`config.mk`:
```
export PLATFORM = sky130hd
export DESIGN_NAME = vector_sequencer
export DESIGN_NICKNAME = d
export VERILOG_FILES = /design/src/rtl/vector_sequencer.sv
export SDC_FILE = /design/constraint.sdc
export NUM_CORES = 1
export LEC_CHECK = 0
export CAP_MARGIN = 25
export CELL_PAD_IN_SITES_DETAIL_PLACEMENT = 1
export CELL_PAD_IN_SITES_GLOBAL_PLACEMENT = 1
export CORE_MARGIN = 2
export CORE_UTILIZATION = 30
export CTS_CLUSTER_DIAMETER = 80
export DETAILED_ROUTE_END_ITERATION = 6
export HOLD_SLACK_MARGIN = 0.02
export PLACE_DENSITY = 0.52
export SLEW_MARGIN = 0
export SYNTH_ARGS = -nofsm -noshare
export SYNTH_HDL_FRONTEND = slang
export SYNTH_SLANG_ARGS = --single-unit
export TNS_END_PERCENT = 50
```
`constraint.sdc`:
```
create_clock -name Clock -period 13.3 [get_ports Clock]
set_clock_uncertainty 0.1 [all_clocks]
set_input_delay 3.325 -clock Clock [delete_from_list [all_inputs] [get_ports Clock]]
set_output_delay 3.325 -clock Clock [all_outputs]
set_load 0.05 [all_outputs]
```
`src/rtl/vector_sequencer.sv`:
```
// Vector sequencer: plays a programmed table of control vectors out one per
// cycle, either once, looped, or one vector per Step pulse.
module vector_sequencer #(
   parameter int VEC_W = 42,
   parameter int DEPTH = 16,
   parameter int AW    = $clog2(DEPTH)
) (
   input  logic             Clock,
   input  logic             Reset,
   input  logic             Load_en,
   input  logic [AW-1:0]    Load_addr,
   input  logic [VEC_W-1:0] Load_data,
   input  logic             Start,
   input  logic             Stop,
   input  logic             Step,
   input  logic [1:0]       Mode,
   input  logic [AW-1:0]    Last_idx,
   output logic [VEC_W-1:0] Vec_out,
   output logic             Vec_valid,
   output logic [AW-1:0]    Vec_idx,
   output logic             Busy,
   output logic             Done,
   output logic [15:0]      Applied_count
);

   typedef enum logic [1:0] {IDLE, RUN, STEP_WAIT, DONE} state_t;

   state_t           state_q, state_nxt;
   logic [VEC_W-1:0] mem [DEPTH];
   logic [AW-1:0]    last_q;
   logic             loop_q;
   logic             restart, apply;
   logic [AW-1:0]    idx_nxt;

   // NOTE: every output of this block gets a default first so no path leaves a
   // signal unassigned, which would otherwise infer a latch.
   always_comb begin
      state_nxt = state_q;
      restart   = 1'b0;
      apply     = 1'b0;
      idx_nxt   = Vec_idx + AW'(1);
      if (Stop) begin
         state_nxt = IDLE;
      end else begin
         case (state_q)
            IDLE, DONE: begin
               if (Start) begin
                  restart   = 1'b1;
                  apply     = 1'b1;
                  idx_nxt   = '0;
                  state_nxt = (Mode == 2'b10) ? STEP_WAIT : RUN;
               end
            end
            RUN: begin
               if (Vec_idx < last_q) begin
                  apply = 1'b1;
               end else if (loop_q) begin
                  apply   = 1'b1;
                  idx_nxt = '0;
               end else begin
                  state_nxt = DONE;
               end
            end
            STEP_WAIT: begin
               if (Step) begin
                  if (Vec_idx < last_q) apply = 1'b1;
                  else                  state_nxt = DONE;
               end
            end
            default: state_nxt = IDLE;
         endcase
      end
   end

   // NOTE: sequential state uses non-blocking assignments so every register
   // samples pre-edge values regardless of statement order.
   always_ff @(posedge Clock or negedge Reset) begin
      if (!Reset) begin
         state_q       <= IDLE;
         Vec_out       <= '0;
         Vec_idx       <= '0;
         Applied_count <= '0;
         last_q        <= '0;
         loop_q        <= 1'b0;
      end else begin
         state_q <= state_nxt;
         if (restart) begin
            last_q <= Last_idx;
            loop_q <= (Mode == 2'b01);
         end
         if (apply) begin
            Vec_idx <= idx_nxt;
            Vec_out <= mem[idx_nxt];
            if (restart)                        Applied_count <= 16'd1;
            else if (Applied_count != 16'hFFFF) Applied_count <= Applied_count + 16'd1;
         end
      end
   end

   // NOTE: the vector table deliberately has no reset; its contents must
   // survive Reset, and leaving it out keeps it a plain register file.
   always_ff @(posedge Clock) begin
      if (Load_en && !Busy) mem[Load_addr] <= Load_data;
   end

   assign Busy      = (state_q == RUN) || (state_q == STEP_WAIT);
   assign Vec_valid = Busy;
   assign Done      = (state_q == DONE);

endmodule

```
==> summary.md, run 1 <==
| Metric | Value |
|---|---|
| Run status | `completed` |
| Design Area, Final | `0.0346 mm^2` |
| Arrival time at the worst endpoint | `6.88 ns` |
| Core Box Area | `0.0964 mm^2` |
| H-tree Lvls | `3` |
| Mapped Cells | `1596` |
| First-pass GRT wire length | `119000 um` |
| Final nets | `1820` |
| Inserted Clock Buffers | `81` |
| TNS Setup | `0 ns` |
| Grt met1 use | `21.4%` |
| DP Worst Slack | `6.19 ns` |
| Chip Height | `315 um` |
| Post-synth design cell area | `0.0291 mm^2` |
| Commonest non-fill, non-tap cell in the layout | `edfxtp_1` |
| Total GRT Usage | `16.4%` |
| Final Util | `35.9%` |
| Dpl hpwl | `41800 um` |
| Met3 usage | `3.06%` |
| Xor and xnor fraction of the mapped netlist area | `0.452%` |
| Post-CTS sizing | `0` |
| Adder-cell share of the synthesized area | `0.344%` |
| EDFF count, synth | `672` |
| Initial drt markers | `1005` |
| Pwr Density | `233 mW/mm^2` |
| Placer Congestion | `0.715` |
| RR Startpoint | `state_q[0]` |
| Clock root buffer | `clkbuf_16` |
| Clock sink total | `741` |
| # hold bufs at CTS | `0` |
| Routing usage on met2 | `28.1%` |
| Mux contribution to synthesized area | `11.3%` |
| Post-synth ARST share | `9.31%` |
| Worst setup margin | `6.82 ns` |
| Family with the most delay on the worst path | `buffers and inverters` |
| Tcrit/Tclk final | `48.7%` |
| Die width | `315 um` |
| Vias | `15507` |
| Largest family of logic cells by synthesized area | `multiplexers` |
| Critical Path RT | `13.69 ns` |
| Worst-margin pin slew | `0.996 ns` |
| Initial antenna violation count | `4` |
| Final Slew Violations | `0` |
| Ys Warns | `0` |
| CTS tree | `done` |
| Placed standard-cell area | `0.0320 mm^2` |
| Hold depth | `2` |
| Most frequent cells in the layout | `edfxtp_1, nand2_1, clkdlybuf4s50_1` |
| Io pins | `123` |
| LEAKAGE | `11.4 nW` |
| Final antenna-violating net count | `0` |
| Synth Area in Compound Gates | `5.61%` |
| Worst vdd ir | `0.000145 V` |
| Unrepaired setup endpoints after global routing | `false` |
| Number of buffers and inverters on the critical path | `3` |
| FMAX | `0.154 GHz` |
| Worst Reg-to-Reg Cells | `10` |
| #FFs+latches synth | `741` |
| Hold Crit Class | `register to register` |
| Fin cells | `3098` |
| HP Start | `last_q[0]` |
| Reg2reg setup slack | `9.02 ns` |
| Die area | `0.0995 mm^2` |
| Worst Setup End Kind | `register` |
| Setup bufs post-CTS | `0` |
| GRT overflow | `0` |
| Largest net degree at the start of global routing | `50` |
| Share of cells above drive strength 1 | `18.3%` |
| Crit Path Max Fanout | `49` |
| Final hold slack | `0.408 ns` |
| Initial Utilization | `30.2%` |
| Clk slew on worst S/H paths | `0.06 ns` |
| Pre-antenna DRT Iters | `7` |
| # port buffers | `122` |
| Hold Vio Cnt, Final | `0` |
| Worst Hold Path EP | `last_q[0]` |
| Simple-gate share of the synthesized area | `5.38%` |
| Primary FF master, synth | `edfxtp_1` |
| Worst-path cell chain | `clkdlybuf4s50_1, nor2b_4, or4_4, nor2_4, buf_4, or3_2, buf_4, a311oi_1, a221o_1` |
| Minimum period implied by the final worst setup slack | `6.48 ns` |
| Clk Latency, worst-skew pair | `0.62 ns` |
| Dpl cells | `2946` |
| Max cap viols | `0` |
| Register area share after synthesis | `75.3%` |
| Type of origin of the critical path | `primary input` |
| Distinct cells, synth | `60` |
| Worst path slowest cell | `buf_4` |
| Area growth syn-to-layout | `18.9%` |
| Mean Syn Cell Area | `18.2 um^2` |
| Gr busiest metal | `met2` |
| Final setup viols | `0` |
| Max Buffers Root-to-Sink | `3` |
| Tot Pwr | `8.06 mW` |
| Largest stage delay, worst path | `0.68 ns` |
| R2R Path End | `Vec_out[7]` |
| Slew HR | `33.6%` |
| CP Class | `primary input to register` |
| Wire per inst | `26.1 um` |
| DR vias/cell | `5.01` |
| Most used cell, CP | `buf_4` |
| Syn Nets | `1662` |
| Vias in the first global route | `17047` |
| Row count | `114` |
| Detailed-route wire length | `80900 um` |
| DRC errors left | `0` |
## cell type report
type | count | area, um^2
Clock buffer | 115 | 2270
Multi-Input combinational cell | 756 | 6920
Sequential cell | 741 | 21900
Fill cell | 9600 | 61800
Clock inverter | 35 | 322
Inverter | 14 | 52.6
Tap cell | 1276 | 1600
Timing Repair Buffer | 160 | 1500
Antenna cell | 1 | 2.50
## report_power, final
group | switching, mW | internal, mW | total [mW]
Sequential | 0.141 | 2.69 | 2.83
Clock | 0.909 | 1.31 | 2.21
Combinational | 1.88 | 1.13 | 3.01
## flip-flops by register name (all words and copies together) (netlist names)
name and count:
last_q 4, Vec_idx 4, loop_q 1, Applied_count 16, mem 672, Vec_out 42, state_q 2
## metal layers
layer  vias to the layer above  wire, um
met3                       105      3450
met2                       310     40600
met4                         6      1580
li1                       6701         -
met1                      8385     35200
met5                         -        35
## worst min-delay path, cell delays in order, from the launching register on
cell and delay [ns]:
dfrtp_1 0.35, nand2_1 0.06, nand2_1 0.07
## cells by family (layout without fill, tap and decap cells)
logic type               Yosys count  count (layout)
flip-flops                       741             741
XOR/XNOR                          15              15
other                              0               1
buffers and inverters             99             324
multiplexers                     191             191
adder cells (fa/ha/maj)            8               8
AO/OA/AOI/OAI                    191             191
AND/OR/NAND/NOR                  351             351
## cells in the mapped netlist, types with 4 or more instances
cell       number  share of area, %
edfxtp_1      672                69
nand2_1       164               2.1
mux4_2        110               8.5
nor2_1         79               1.0
mux2i_1        74               2.5
dfrtp_1        69               5.9
clkbuf_1       40              0.52
o22ai_1        34              0.73
and3_1         32              0.69
o2bb2ai_1      32              0.96
o41ai_2        30               1.7
buf_2          29              0.50
nand3_1        29              0.50
a21oi_1        23              0.40
o21ai_0        16              0.28
a31oi_1        13              0.28
inv_1          13              0.17
nor3_1         13              0.22
xnor2_1        10              0.30
buf_1           9              0.12
nand2b_1        9              0.19
ha_1            8              0.34
mux2_2          7              0.27
o221ai_1        7              0.21
a32o_1          6              0.21
buf_6           5              0.19
xor2_1          5              0.15
and2_1          4             0.086
o211ai_1        4              0.10
o31a_1          4              0.12
## worst max path at each step
stage               cells past startpoint  slack (ns)          to    startpoint
floorplan                               2        6.07   mem[0][0]  Load_addr[2]
global placement                        9        6.14  Vec_out[6]         Start
detailed placement                      9        6.19  Vec_out[7]         Start
CTS                                     9        6.77  Vec_out[7]         Start
global route                            9        6.63  Vec_out[4]         Start
finish                                  9        6.82  Vec_out[7]         Start
(Power assumes the default switching activity.)
==> run 2, diff against run 1 <==
Settings changed: PLACE_DENSITY 0.52 to 0.54.
Clock period 13.3 ns to 5.35 ns, I/O delays scaled along.
==> run 2 against run 1 <==
  * Worst hold slack lost 0.028 ns
  * Critical path depth decreased by 7
  * First-iteration DRC count up 22%
  * Via count rose by 0.35%
  * Die area is the same
  * Non-clock buffer count grew 16
  * Global-route usage about the same
  * Count of clock-buffer cells in the layout is 10 lower
  * Register-to-register slack worse by 7.1 ns
  * Largest power group unchanged
  * Highest routed layer unchanged
==> summary.md, run 2 (synthesis results as in run 1) <==
| Metric | Value |
|---|---|
| Clock sink total | `741 (unchanged)` |
| GRT overflow | `0 (unchanged)` |
| Inserted Clock Buffers | `82 (was 81)` |
| # port buffers | `122 (unchanged)` |
| Max Buffers Root-to-Sink | `3 (unchanged)` |
| Worst-path cell chain | `buf_4, clkdlybuf4s50_1 (was clkdlybuf4s50_1, nor2b_4, or4_4, nor2_4, buf_4, or3_2, buf_4, a311oi_1, a221o_1)` |
| Comb pwr share | `37.5% (was 37.4%)` |
| Top flop regs | `mem x672, Vec_out x42, Applied_count x16 (unchanged)` |
| Worst-margin pin slew | `0.979 ns (was 0.996 ns)` |
| Run status | `completed (unchanged)` |
| Flop pwr share | `35.2% (about the same)` |
| Initial drt markers | `1224 (was 1005)` |
| Tcrit/Tclk final | `81.9%` |
| Row count | `114 (unchanged)` |
| Clk slew on worst S/H paths | `0.06 ns (about the same)` |
| FMAX | `0.228 GHz` |
| DR vias/cell | `4.99 (was 5.01)` |
| Worst path slowest cell | `clkdlybuf4s50_1 (was buf_4)` |
| Worst vdd ir | `0.000464 V (was 0.000145 V)` |
| Detailed-route wire length | `80900 um (about the same)` |
| LEAKAGE | `11.5 nW (was 11.4 nW)` |
| Hold Vio Cnt, Final | `0 (unchanged)` |
| Family with the most delay on the worst path | `buffers and inverters (unchanged)` |
| # hold bufs at CTS | `0 (unchanged)` |
| TNS Setup | `0 ns (unchanged)` |
| Die area | `0.0995 mm^2 (unchanged)` |
| Clock root buffer | `clkbuf_16 (unchanged)` |
| First-pass GRT wire length | `119000 um (about the same)` |
| Worst Setup End Kind | `output pin (was register)` |
| DRC errors left | `0 (unchanged)` |
| Slew HR | `34.8% (was 33.6%)` |
| Chip Height | `315 um (unchanged)` |
| Arrival time at the worst endpoint | `2.94 ns (was 6.88 ns)` |
| H-tree Lvls | `3 (unchanged)` |
| Number of buffers and inverters on the critical path | `2 (was 3)` |
| Final setup viols | `0 (unchanged)` |
| Pwr Density | `576 mW/mm^2 (was 233 mW/mm^2)` |
| Hold Crit Class | `register to register (unchanged)` |
| DP Worst Slack | `1.10 ns (was 6.19 ns)` |
| Max cap viols | `0 (unchanged)` |
| Vias | `15562 (was 15507)` |
| Largest stage delay, worst path | `0.93 ns (was 0.68 ns)` |
| Placed standard-cell area | `0.0322 mm^2 (was 0.0320 mm^2)` |
| Vias in the first global route | `17283 (was 17047)` |
| CP Class | `register to output pin (was primary input to register)` |
| Crit Path Max Fanout | `27 (was 49)` |
| Commonest non-fill, non-tap cell in the layout | `edfxtp_1 (unchanged)` |
| Reg2reg setup slack | `1.91 ns (was 9.02 ns)` |
| Post-CTS sizing | `0 (unchanged)` |
| Pre-antenna DRT Iters | `5 (was 7)` |
| Critical Path RT | `3.91 ns (was 13.69 ns)` |
| Core Box Area | `0.0964 mm^2 (unchanged)` |
| Final nets | `1837 (was 1820)` |
| Dpl hpwl | `45100 um (was 41800 um)` |
| Max FFs per register | `672 (unchanged)` |
| Instance count on the critical path | `2 (was 9)` |
| Switching share of power | `36.7% (was 36.4%)` |
| Final Slew Violations | `0 (unchanged)` |
| Unrepaired setup endpoints after global routing | `false (unchanged)` |
| Reg with most FFs | `mem (unchanged)` |
| Design Area, Final | `0.0347 mm^2 (was 0.0346 mm^2)` |
| Filler cells | `9594 (was 9600)` |
| Clock power share | `27.3% (was 27.5%)` |
| Internal | `12.7 mW (was 5.13 mW)` |
| Worst setup margin | `0.969 ns (was 6.82 ns)` |
| Share of cells above drive strength 1 | `19.5% (was 18.3%)` |
| Largest net degree at the start of global routing | `50 (unchanged)` |
| Area growth syn-to-layout | `19.5% (was 18.9%)` |
| Total GRT Usage | `16.4% (about the same)` |
| Type of origin of the critical path | `register (was primary input)` |
| Worst Reg-to-Reg Cells | `6 (was 10)` |
| Die width | `315 um (unchanged)` |
| Wire per inst | `26.0 um (was 26.1 um)` |
| Placer Congestion | `0.722 (was 0.715)` |
| Minimum period implied by the final worst setup slack | `4.38 ns` |
| Initial Utilization | `30.2% (unchanged)` |
| Clk Latency, worst-skew pair | `0.64 ns (was 0.62 ns)` |
| Most frequent cells in the layout | `edfxtp_1, nand2_1, clkdlybuf4s50_1 (unchanged)` |
| Hold depth | `2 (unchanged)` |
| Net Sw Power | `7.36 mW (was 2.93 mW)` |
| Io pins | `123 (unchanged)` |
| Setup bufs post-CTS | `0 (unchanged)` |
| Final antenna-violating net count | `0 (unchanged)` |
| Initial antenna violation count | `1 (was 4)` |
| CTS tree | `done (unchanged)` |
==> run 2: cell types whose count changed in the layout (fill, tap and decap cells not counted) <==
cell,change
inv_6,+4
clkinv_1,+3
buf_4,+12
bufinv_16,-2
buf_12,+4
clkinv_4,+4
clkbuf_1,-9
clkbuf_16,-2
clkbuf_8,+1
clkinv_8,+2
clkinv_2,-1
clkinvlp_4,+3
==> run 2: metal layers <==
| layer | share of wire [%] | routed length, um | track usage, % |
|---|---|---|---|
| met1 | 43 | 34900 | 21.2 |
| met4 | 1.6 | 1280 | 4.04 |
| met2 | 51 | 41500 | 28.9 |
| met5 | 0.016 | 13 | 0 |
| met3 | 4.1 | 3290 | 2.58 |
==> run 2: path summary, 6_finish.rpt <==
check	startpoint	to
worst max-delay path	Vec_idx[0]	Vec_idx[0]
worst min-delay path	last_q[0]	last_q[0]
worst max register to register	Vec_idx[0]	Vec_out[5]
worst min register to register	last_q[0]	last_q[0]
max in group asynchronous	Reset	Vec_out[25]
min in group asynchronous	Reset	Vec_out[41]
==> run 2: worst min-delay path: stages (launching register included) <==
cell and delay, ns:
dfrtp_1 0.34, nand2_1 0.05, nand2_1 0.05
==> run 2: final cells by class <==
type                       instances  area (um^2)  share of cell area [%]
tap                             1276         1600                    4.59
timing repair buffer             176         1670                    4.82
inverter                          14         52.6                   0.151
multi-input combinational        756         6920                    19.9
clock buffer                     105         2200                    6.33
sequential                       741        21900                    63.1
antenna                            1         2.50                 0.00720
clock inverter                    48          393                    1.13
==> run 2: power groups by stage <==
| stage | Sequential, mW | Combinational (mW) | Clock (mW) |
|---|---|---|---|
| floorplan | 7.60 | 4.52 | 0 |
| global placement | 7.18 | 7.51 | 0 |
| detailed placement | 7.18 | 7.63 | 0 |
| CTS | 7.07 | 7.65 | 5.63 |
| global route | 7.09 | 8.09 | 5.84 |
| finish | 7.04 | 7.51 | 5.48 |
==> run 2: metrics by stage <==
stage                     hold slack, ns  cells  util (%)  power, mW
after floorplan                    0.336   1596         -       12.1
after global placement             0.378   2962      33.3       14.7
after detailed placement           0.376   2963      33.3       14.8
after CTS                          0.392   3116      36.0       20.4
after global routing               0.426   3116      36.0       21.0
final                              0.381   3117      36.0       20.0
==> run 3, diff against run 2 <==
Settings changed: PLACE_DENSITY 0.54 to 0.52.
Clock period 5.35 ns to 4.3 ns, I/O delays scaled along.
==> run 3 against run 2 <==
  * Clock power is 26% higher
  * Critical path depth rose by 2
  * Worst hold slack got worse by 0.018 ns
  * Design area up 0.87%
  * Critical endpoint is now Vec_valid
  * Power up 26%
  * Non-clock buffer count decreased by 1
  * Register-to-register slack worse by 0.80 ns
  * Worst setup slack worse by 0.33 ns
  * Combinational power grew 27%
  * Sequential share of layout area down 0.54 points
  * Die area stayed put
  * Critical path type unchanged
  * Sequential power increased by 24%
==> summary.md, run 3 (synthesis results as in run 1) <==
| Metric | Value |
|---|---|
| Max Buffers Root-to-Sink | `3 (unchanged)` |
| Worst setup margin | `0.643 ns (was 0.969 ns)` |
| Final antenna-violating net count | `0 (unchanged)` |
| Pre-antenna DRT Iters | `5 (unchanged)` |
| Clock root buffer | `clkbuf_16 (unchanged)` |
| # hold bufs at CTS | `0 (unchanged)` |
| Die width | `315 um (unchanged)` |
| Worst Setup End Kind | `output pin (unchanged)` |
| Fin cells | `3112 (was 3117)` |
| Top flop regs | `mem x672, Vec_out x42, Applied_count x16 (unchanged)` |
| Initial Utilization | `30.2% (unchanged)` |
| Hold Crit Class | `primary input to asynchronous set/reset pin (was register to register)` |
| Inserted Clock Buffers | `83 (was 82)` |
| Vias | `15539 (was 15562)` |
| Critical Path RT | `3.12 ns (was 3.91 ns)` |
| TNS Setup | `0 ns (unchanged)` |
| Max FFs per register | `672 (unchanged)` |
| Unrepaired setup endpoints after global routing | `false (unchanged)` |
| Ant. Diodes | `0 (was 1)` |
| DRC errors left | `0 (unchanged)` |
| Initial drt markers | `1099 (was 1224)` |
| # port buffers | `122 (unchanged)` |
| Detailed-route wire length | `80900 um (about the same)` |
| Tcrit/Tclk final | `85.1%` |
| H-tree Lvls | `3 (unchanged)` |
| Final setup viols | `0 (unchanged)` |
| Final nets | `1837 (unchanged)` |
| Setup bufs post-CTS | `0 (unchanged)` |
| Pwr Density | `718 mW/mm^2 (was 576 mW/mm^2)` |
| Clk Latency, worst-skew pair | `0.63 ns (was 0.64 ns)` |
| Final Slew Violations | `0 (unchanged)` |
| DR vias/cell | `4.99 (about the same)` |
| Largest net degree at the start of global routing | `85 (was 50)` |
| Design Area, Final | `0.0351 mm^2 (was 0.0347 mm^2)` |
| Wire per inst | `26.0 um (about the same)` |
| Tot Pwr | `25.2 mW (was 20.0 mW)` |
| Slew HR | `47.7% (was 34.8%)` |
| LEAKAGE | `11.5 nW (about the same)` |
| Core Box Area | `0.0964 mm^2 (unchanged)` |
| Worst-margin pin slew | `0.785 ns (was 0.979 ns)` |
| Final Util | `36.4% (was 36.0%)` |
| Area growth syn-to-layout | `20.5% (was 19.5%)` |
| GRT overflow | `0 (unchanged)` |
| CP Class | `register to output pin (unchanged)` |
| Placer Congestion | `0.721 (was 0.722)` |
| FMAX | `0.273 GHz` |
| Chip Height | `315 um (unchanged)` |
| Crit Path Max Fanout | `10 (was 27)` |
| Worst Reg-to-Reg Cells | `8 (was 6)` |
| DP Worst Slack | `0.371 ns (was 1.10 ns)` |
| Final hold slack | `0.362 ns (was 0.381 ns)` |
| Share of cells above drive strength 1 | `19.2% (was 19.5%)` |
| Row count | `114 (unchanged)` |
| Io pins | `123 (unchanged)` |
| Total GRT Usage | `16.4% (about the same)` |
| Reg with most FFs | `mem (unchanged)` |
| Initial antenna violation count | `3 (was 1)` |
| Dpl cells | `2962 (was 2963)` |
| CTS tree | `done (unchanged)` |
| Placed standard-cell area | `0.0324 mm^2 (was 0.0322 mm^2)` |
| First-pass GRT wire length | `119000 um (about the same)` |
| Run status | `completed (unchanged)` |
| Type of origin of the critical path | `register (unchanged)` |
| Commonest non-fill, non-tap cell in the layout | `edfxtp_1 (unchanged)` |
| Dpl hpwl | `43500 um (was 45100 um)` |
| Vias in the first global route | `17178 (was 17283)` |
| Most frequent cells in the layout | `edfxtp_1, nand2_1, clkdlybuf4s50_1 (unchanged)` |
| Arrival time at the worst endpoint | `2.48 ns (was 2.94 ns)` |
| Post-CTS sizing | `0 (unchanged)` |
| Hold Vio Cnt, Final | `0 (unchanged)` |
| Minimum period implied by the final worst setup slack | `3.66 ns` |
| Max cap viols | `0 (unchanged)` |
| Clock sink total | `741 (unchanged)` |
| Die area | `0.0995 mm^2 (unchanged)` |
| Worst vdd ir | `0.000576 V (was 0.000464 V)` |
| Filler cells | `9626 (was 9594)` |
| Clk slew on worst S/H paths | `0.06 ns (about the same)` |
[run 3: metal layers]
metal / share of wire, % / up-vias / track usage [%] / wire length (um)
met5: 0.042 / - / 0 / 34
met4: 1.9 / 6 / 4.28 / 1550
met3: 4.0 / 108 / 2.49 / 3200
met2: 51 / 282 / 28.9 / 41400
li1: - / 6738 / - / -
met1: 43 / 8405 / 21.2 / 34700
[run 3: power breakdown]
group | switching (mW) | internal (mW)
Combinational | 5.85 | 3.70
Sequential | 0.402 | 8.33
Clock | 2.81 | 4.08
[run 3: area by class of cell]
| class | instances | area (um^2) | area share (%) |
|---|---|---|---|
| clock buffer | 118 | 2300 | 6.56 |
| timing repair buffer | 175 | 1930 | 5.50 |
| tap | 1276 | 1600 | 4.55 |
| sequential | 741 | 21900 | 62.5 |
| multi-input combinational | 756 | 6930 | 19.8 |
| inverter | 14 | 52.6 | 0.150 |
| clock inverter | 32 | 332 | 0.946 |
[run 3: final timing paths]
kind | start | slack, ns | endpoint
max in group asynchronous | Reset | 2.88 | Vec_out[34]
min in group Clock | last_q[0] | 0.39 | last_q[0]
worst min-delay path | Reset | 0.36 | Vec_out[41]
worst max-delay path | state_q[0] | 0.64 | Vec_valid
worst min register to register | last_q[0] | 0.39 | last_q[0]
worst max register to register | state_q[0] | 1.11 | Vec_out[10]
[run 3: worst max-delay path: stages (launching register included)]
cell             delay, ns
dfrtp_1               0.37
inv_1                 0.07
ha_1                  0.44
inv_1                 0.17
clkdlybuf4s50_1       0.82
